--- config.mk ---
export PLATFORM = sky130hd
export DESIGN_NAME = sentence_builder
export DESIGN_NICKNAME = d
export VERILOG_FILES = /design/src/rtl/sentence_builder.sv
export SDC_FILE = /design/constraint.sdc
export NUM_CORES = 1
export LEC_CHECK = 0
export CELL_PAD_IN_SITES_DETAIL_PLACEMENT = 2
export CELL_PAD_IN_SITES_GLOBAL_PLACEMENT = 2
export CORE_MARGIN = 5
export CORE_UTILIZATION = 37
export DETAILED_ROUTE_END_ITERATION = 10
export DONT_BUFFER_PORTS = 1
export HOLD_SLACK_MARGIN = 0.03
export PLACE_DENSITY_LB_ADDON = 0.1
export RECOVER_POWER = 25
export SLEW_MARGIN = 20
export SYNTH_ARGS = -nofsm -noshare
export SYNTH_HDL_FRONTEND = slang
export SYNTH_SLANG_ARGS = --single-unit
--- constraint.sdc ---
create_clock -name clk -period 3.2 [get_ports clk]
set_input_delay 0.64 -clock clk [delete_from_list [all_inputs] [get_ports clk]]
set_output_delay 0.64 -clock clk [all_outputs]
set_load 0.01 [all_outputs]
--- src/rtl/sentence_builder.sv ---
// Sentence builder: packs a stream of ASCII characters into an 8-word x 4-char
// sentence buffer. It handles word separation, backspace and terminators, and
// holds the completed sentence until the consumer acknowledges it.
module sentence_builder (
    input  logic         clk,
    input  logic         rst_n,
    input  logic         clear,
    input  logic [7:0]   char_in,
    input  logic         char_valid,
    output logic         char_ready,
    output logic [255:0] sentence,
    output logic         sentence_valid,
    input  logic         sentence_ack,
    output logic [3:0]   word_count,
    output logic         overflow
);

    typedef enum logic [0:0] {
        FILL = 1'b0,
        DONE = 1'b1
    } state_t;

    localparam logic [255:0] BLANK = {32{8'h20}};

    state_t         state_r, state_s;
    logic [2:0]     word_idx_r, word_idx_s;
    logic [2:0]     char_pos_r, char_pos_s;
    logic [7:0][2:0] len_r, len_s;
    logic [255:0]   sentence_r, sentence_s;
    logic           overflow_r, overflow_s;
    logic [3:0]     word_count_r, word_count_s;
    logic           char_ready_r, sentence_valid_r;
    logic           accept_s, printable_s;

    // Bit offset of the LSB of slot (w,p); slot 0 sits at the top of the bus.
    function automatic logic [7:0] slot_lsb(input logic [2:0] w, input logic [1:0] p);
        return 8'd248 - {w, p, 3'b000};
    endfunction

    // Next-state and datapath decode for one accepted character or a clear/ack.
    always_comb begin
        state_s      = state_r;
        word_idx_s   = word_idx_r;
        char_pos_s   = char_pos_r;
        len_s        = len_r;
        sentence_s   = sentence_r;
        overflow_s   = overflow_r;
        accept_s     = char_valid && (state_r == FILL);
        printable_s  = (char_in >= 8'h21) && (char_in <= 8'h7E);

        if (clear || ((state_r == DONE) && sentence_ack)) begin
            state_s    = FILL;
            word_idx_s = 3'd0;
            char_pos_s = 3'd0;
            len_s      = '0;
            sentence_s = BLANK;
            overflow_s = 1'b0;
        end else if (accept_s) begin
            if (printable_s) begin
                if (char_pos_r < 3'd4) begin
                    sentence_s[slot_lsb(word_idx_r, char_pos_r[1:0]) +: 8] = char_in;
                    char_pos_s          = char_pos_r + 3'd1;
                    len_s[word_idx_r]   = char_pos_r + 3'd1;
                end else if (word_idx_r != 3'd7) begin
                    // Word full: wrap into the next word rather than dropping.
                    sentence_s[slot_lsb(word_idx_r + 3'd1, 2'd0) +: 8] = char_in;
                    word_idx_s               = word_idx_r + 3'd1;
                    char_pos_s               = 3'd1;
                    len_s[word_idx_r + 3'd1] = 3'd1;
                end else begin
                    overflow_s = 1'b1;
                end
            end else if (char_in == 8'h20) begin
                if ((char_pos_r != 3'd0) && (word_idx_r != 3'd7)) begin
                    word_idx_s = word_idx_r + 3'd1;
                    char_pos_s = 3'd0;
                end else begin
                    char_pos_s = char_pos_r;
                end
            end else if (char_in == 8'h08) begin
                if (char_pos_r != 3'd0) begin
                    sentence_s[slot_lsb(word_idx_r, char_pos_r[1:0] - 2'd1) +: 8] = 8'h20;
                    char_pos_s        = char_pos_r - 3'd1;
                    len_s[word_idx_r] = char_pos_r - 3'd1;
                end else if (word_idx_r != 3'd0) begin
                    // Step back to the end of the previous word; nothing erased.
                    word_idx_s = word_idx_r - 3'd1;
                    char_pos_s = len_r[word_idx_r - 3'd1];
                end else begin
                    char_pos_s = char_pos_r;
                end
            end else if ((char_in == 8'h0A) || (char_in == 8'h0D)) begin
                if (word_count_r != 4'd0) begin
                    state_s = DONE;
                end else begin
                    state_s = FILL;
                end
            end else begin
                state_s = state_r;
            end
        end else begin
            state_s = state_r;
        end

        word_count_s = {1'b0, word_idx_s} + {3'b000, (char_pos_s != 3'd0)};
    end

    // State, buffer and registered output update.
    always_ff @(posedge clk or negedge rst_n) begin
        if (!rst_n) begin
            state_r          <= FILL;
            word_idx_r       <= 3'd0;
            char_pos_r       <= 3'd0;
            len_r            <= '0;
            sentence_r       <= BLANK;
            overflow_r       <= 1'b0;
            word_count_r     <= 4'd0;
            char_ready_r     <= 1'b1;
            sentence_valid_r <= 1'b0;
        end else begin
            state_r          <= state_s;
            word_idx_r       <= word_idx_s;
            char_pos_r       <= char_pos_s;
            len_r            <= len_s;
            sentence_r       <= sentence_s;
            overflow_r       <= overflow_s;
            word_count_r     <= word_count_s;
            char_ready_r     <= (state_s == FILL);
            sentence_valid_r <= (state_s == DONE);
        end
    end

    assign char_ready     = char_ready_r;
    assign sentence       = sentence_r;
    assign sentence_valid = sentence_valid_r;
    assign word_count     = word_count_r;
    assign overflow       = overflow_r;

endmodule

; Yosys cells after proc, flatten, opt, wreduce, memory -nomap -nowiden
; Index checks and enable logic that the tools add are counted.
; W data, S select, Z words.
[classes]
add_sub_neg = 12
mul = 0
div_mod_pow = 0
n_lt_le_gt_ge = 8
eq_ne = 9
shifts = 6
n_mux = 59
bitwise = 5
reduce_logical = 18
[ops]
columns = op, count
row1 = $mux W256, 8
row2 = $bwmux W256, 3
row3 = $shift A8 B10 Y256 const A, 3
row4 = $shiftx A8 B10 Y256, 2
row5 = $shiftx A8 B10 Y256 const A, 1
row6 = $mux W24, 8
row7 = $mux W3, 23
row8 = $bwmux W24, 2
row9 = $neg A8 Y10, 3
row10 = $eq A8 B4 Y1 const B, 3
row11 = $sub A8 B8 Y8 const A, 3
row12 = $demux W3 S3, 2
row13 = $and A16 B16 Y16, 1
row14 = $not A16 Y16, 1
row15 = $reduce_bool A3 Y1, 5
row16 = $lt A3 B4 Y1 const B, 3
row17 = $mux W1, 12
row18 = $bmux W3 S3, 1
row19 = $eq A8 B6 Y1 const B, 1
row20 = $ge A8 B6 Y1 const B, 1
row21 = $le A8 B7 Y1 const B, 1
row22 = $or A8 B8 Y8, 1
row23 = $add A3 B1 Y3 const B, 2
row24 = $ge A3 B1 Y1 const B, 2
row25 = 14 further kinds, 25
[word_totals]
regBits = 293
latchBits = 0
ramBits = 0
mem_bits_ro = 0
input_bits = 13
out_inout_bits = 263
word_cells = 132
mem_count = 0

; Longest topological paths before layout
[logic_depth]
ltp_word = 12
ltp_mapped = 14

; Worst setup path before layout
; OpenSTA, ideal clock, no wires.
[synth_path]
path_type = register to register
start = reg char_pos_r[0]
end = reg word_count_r[2] (netlist: word_count[2])
setup_ps = 135
arrival_ps = 3075
setup_slack_ps = -10
path_stages_with_launch = 15
synth_period_minus_slack_ps = 3210
path_cell_list = dfrtp_1 -> clkbuf_1 -> inv_1 -> ha_1 -> clkbuf_1 -> clkbuf_1 -> nor2b_1 -> nor2_1 -> a21boi_0 -> a211oi_1 -> o21ai_0 -> or3_1 -> ha_1 -> ha_1 -> xor2_1
[synth_between]
elab_chain_len = 9
[synth_rtl]
columns = item, line_no
row1 = "start, declared", 27  ; logic [2:0] char_pos_r, char_pos_s;
row2 = "start signal, assigned", 123  ; char_pos_r <= char_pos_s;
row3 = $sub A3 B1 Y3 (tied with other cells), 83  ; char_pos_s = char_pos_r - 3'd1;
row4 = $mux W3 or $logic_and A1 B1 Y1 (tied branches), "81, 74"
row5 = "$mux W3, on equally long branches", "80, 74"
row6 = $mux W3, 73  ; end else if (char_in == 8'h20) begin
row7 = $mux W3, 59  ; if (printable_s) begin
row8 = $mux W3 *, 58  ; end else if (accept_s) begin
row9 = $mux W3 *, 51  ; if (clear || ((state_r == DONE) && sentence_ack)) begin
row10 = via char_pos_s[0], 27
row11 = $reduce_bool A3 Y1 *, 105  ; word_count_s = {1'b0, word_idx_s} + {3'b000, (char_pos_s != 3'd0)};
row12 = $add A3 B1 Y4 *, 105
row13 = via word_count_s[2], 31  ; logic [3:0] word_count_r, word_count_s;
row14 = "end signal, assigned", 127  ; word_count_r <= word_count_s;
row15 = "end, declared", 31
; Mark *: on every way through the listed nets, which the timed path passes. The rest lies on a longest branch.
; A chain may end at the register's enable or synchronous reset.

; Worst setup path in the final report
[layout_path]
start = reg char_pos_r[1]
end = reg sentence_r[226] (netlist: sentence[226])
[layout_between]
elab_chain_len = 11
[layout_rtl]
columns = item, line_no
row1 = $sub A2 B1 Y2, 82  ; sentence_s[slot_lsb(word_idx_r, char_pos_r[1:0] - 2'd1) +: 8] = 8'h20;
row2 = $sub A8 B8 Y8, 37  ; return 8'd248 - {w, p, 3'b000};
row3 = $neg A8 Y10, 82
row4 = $shiftx A8 B10 Y256 or $shift A8 B10 Y256 (tied branches), 82
row5 = $bwmux W256, 82
row6 = $mux W256, 81  ; if (char_pos_r != 3'd0) begin
row7 = $mux W256, 80  ; end else if (char_in == 8'h08) begin
row8 = $mux W256, 73
row9 = $mux W256, 59
row10 = $mux W256, 58
row11 = $mux W256, 51
row12 = "end signal, assigned", 125  ; sentence_r <= sentence_s;
row13 = "end, declared", 29  ; logic [255:0] sentence_r, sentence_s;
; Several ways; a longest one is shown, not always the timed one. The select of a mux whose other input is x is not followed.

==> impl_results.md <==
* Syn_area_per_cell at ~10 um2
* Layout cell share with drive strength beyond 1 at 0.208
* Post-Syn Nets at ~1.4k
* Setup CP Type: reg2reg
* 1st-pass router iterations at 5
* Vias at around 13k
* Slowest stage delay, CP at ~630 ps
* Multi-input combinational cell area at ~6700 um2
* DP Wirelength at roughly 44000 um
* Async S/R FF share, synth at 1.00
* Failing checks: hold timing
* Status: finished with violations
* Final Slew Violations at 0
* Largest net degree at the start of global routing at between 200 and 300
* Reg2Reg Depth at 9
* FF-to-FF End: sentence[226]
* Clock Path Buffers at 3
* Layout Skew at roughly 17 ps
* Setup Viol. Count Final at 0
* Area grow syn2layout at 18.6%
* Post-Route Setup TNS at 0 ps
* Met3 usage at 0.0713
* F_max at 0.327 GHz
* Vias in the first global route at about 14k
* Routed Antenna Nets at 0
* Xor and xnor fraction of the mapped netlist area at 0.00417
* Worst EP arrival at 3540 ps
* Vias per cell at a little over 6
* Post-synth EDFFs at 0
* Total grt overflow at 0
* Number of port buffers at 0
* Synthesis Warnings at 0
* Crit-path leading delay family: compound AO/OA/AOI/OAI gates
* Gpl congestion at between 0.8 and 0.9
* Crit-path cells: inv_1 -> ha_2 -> buf_4 -> nand2b_1 -> o21ai_0 -> a22o_1 -> nand3_1 -> a2111oi_4 -> a32o_1
* Leak Pwr at approximately 7.6 nW
* Total power at ~9 mW
* Max Cap Viol at 0
* Worst slew margin relative to its limit at 0.269
* Placed cell area at 16200 um2
* Finished Core Util at 0.441
* Antenna violations before repair at 0
* HP Class: in2async
* Reg-to-reg setup timing slack at between 100 and 150 ps
* FF+latch area at ~7400 um2
* Synth cell types at 89
* Initial DRC count at 805
* Post-synthesis sequential area ratio at 0.501
* Clk slew on worst S/H paths at about 60 ps
* Antenna fix cells at 0
* Global-route wire length before repair at slightly above 90000 um
* Die area at about 44000 um2
* PD cells at approximately 500 nW/um2
* Root Driver: clkbuf_16
* Worst skew pair latency at ~550 ps
* H-tree depth at 2
* Compound-Gate Fraction of Synth Area at 0.237
* VDD IR max at between 0.0003 and 0.0004 V
* Initial Utilization at 0.372
* Fillcell total at 4147
* CTS sink count at 293
* Final hold vios at 260
* Ys flop type: dfrtp_1
* Final period util at 0.957
* Startpoint Class: flip-flop
* Routed WL at between 60000 and 70000 um
* Met2 GRT Util at 0.428
* GR peak layer: met2
* Post-synthesis adder-cell area fraction at 0.0145
* Die H at about 210 um
* Final worst hold slack at -203 ps
* Fin crit period at between 3000 and 4000 ps
* Stages on worst setup path at 9
* Slowest cell on the critical path: a2111oi_4
* Worst Path Max Fanout at 8
* Post-CTS setup buffers at 0
* Core area at 39500 um2
* RR Startpoint: char_pos_r[1]
* GRT Total Usage at 0.272
* Synthesized area at between 10000 and 15000 um2
* Die W at approximately 210 um
* Fin area at between 15000 and 20000 um2
* Critical path capture point type: flip-flop
* DRC violation count after routing at 0
* Site row count at 73
* Cells after synthesis at around 1.4k
* Top Ports at 276
* Main combinational cell family by area after synthesis: compound AO/OA/AOI/OAI gates
* Met1 Use GR at 0.381
* Post-synthesis mux area share at 0.0562
* Wire per inst at about 30 um
* Slew of the pin with the lowest slew margin at 1100 ps
* Num CTS Buffers at 34
* WP buf/inv at 2
* Clock tree from TritonCTS: done
* Critical path required time at about 3700 ps
* Simple-gate share of the synthesized area at 0.139
* Post-synthesis sequential element count at between 200 and 300
* Nets at around 1.5k
layout make-up:
type	instances	area share
Sequential cell	293	0.422
Clock buffer	49	0.0578
Timing Repair Buffer	156	0.0718
Multi-Input combinational cell	939	0.385
Clock inverter	11	0.00731
Inverter	85	0.0183
Tap cell	525	0.0376
kinds of logic (layout without fill, tap and decap cells):
group	after synthesis	count (layout)
AO/OA/AOI/OAI	445	445
AND/OR/NAND/NOR	397	397
flip-flops	293	293
buffers and inverters	174	301
multiplexers	73	73
adder cells (fa/ha/maj)	17	17
XOR/XNOR	7	7
synthesized netlist by cell type, drive strengths merged, types with 6 or more instances:
cell type / number / area (um2)
o2111ai: 8 / 70.1
a31oi: 20 / 159
mux2: 14 / 161
inv: 83 / 312
and2: 36 / 225
mux4: 6 / 135
o2bb2ai: 68 / 596
nand4: 10 / 62.6
clkbuf: 65 / 244
o211a: 9 / 90.1
o21ai: 70 / 362
o21a: 6 / 45.0
nor3: 24 / 125
o22ai: 9 / 56.3
nand2b: 8 / 50.1
dfrtp: 260 / 6510
nor2b: 18 / 113
o211ai: 20 / 150
a21oi: 61 / 332
or3: 7 / 43.8
nand2: 139 / 522
a32o: 27 / 270
a2111oi: 7 / 118
nand3: 48 / 240
and3: 23 / 144
o221a: 7 / 78.8
a211oi: 12 / 95.1
buf: 24 / 136
ha: 17 / 213
a2bb2oi: 6 / 52.6
a22o: 54 / 473
nor4: 7 / 95.1
a21o: 8 / 60.1
dfstp: 33 / 867
mux2i: 53 / 531
nor2: 52 / 198
per-layer routing:
metal	share of wire	vias to the layer above	wire length (um)
met4	0.020	0	1200
met1	0.45	6704	27700
met2	0.46	371	28100
met3	0.069	73	4240
met5	0	-	0
li1	-	5441	-
repair_timing:
action,4_1_cts,5_1_grt
gates resized for setup,1,20
cloned,0,0
pin swaps,0,3
endpoints found under the hold margin,293,268
setup endpoints to repair,2,173
sequential cells by signal (all words and copies together) (netlist names):
register	cells
char_pos_r	3
char_ready	1
len_r	24
overflow	1
sentence	256
sentence_valid	1
word_count	4
word_idx_r	3
cells in the final DEF (no fill, tap or decap), types with 7 or more instances in the layout:
master,count
o21ai_1,8
mux2i_1,53
nand2_1,139
or3_1,7
a211oi_1,10
nor2_1,49
a21o_1,8
nand3_1,48
clkbuf_8,8
a31oi_1,16
a22o_1,53
a32o_1,27
and2_1,36
nand4_1,10
o21ai_0,56
clkbuf_16,35
nor3_1,22
buf_4,148
dfrtp_1,260
nand2b_1,7
ha_1,11
o211a_1,9
o2111ai_1,8
o221a_2,7
a21oi_1,57
dfstp_2,33
inv_1,82
nor2b_1,18
mux2_2,10
o211ai_1,20
o2bb2ai_1,68
and3_1,22
o22ai_1,9
power breakdown:
| part | total, mW | switching (mW) | internal [mW] | leakage (nW) |
|---|---|---|---|---|
| clock network | 3.97 | 1.61 | 2.37 | 0.566 |
| registers | 3.96 | 0.127 | 3.83 | 3.97 |
| logic | 1.03 | 0.661 | 0.372 | 3.04 |
stage by stage:
step,cells,setup slack [ps]
final,2058,138
after detailed placement,1998,-31.0
after global routing,2058,-28.2
after floorplan,1406,13.0
after CTS,2058,23.0
after global placement,1998,46.3
worst max-delay path by stage:
stage / startpoint / endpoint / slack [ps]
2_1_floorplan: char_in[4] / word_count[2] / 10
3_3_place_gp: char_in[6] / word_count[2] / 50
3_5_place_dp: char_in[2] / word_count[2] / -30
4_1_cts: word_idx_r[0] / sentence[165] / 20
5_1_grt: word_idx_r[0] / sentence[123] / -30
6_report: char_pos_r[1] / sentence[226] / 140
Power figures use the tool's default switching activity.
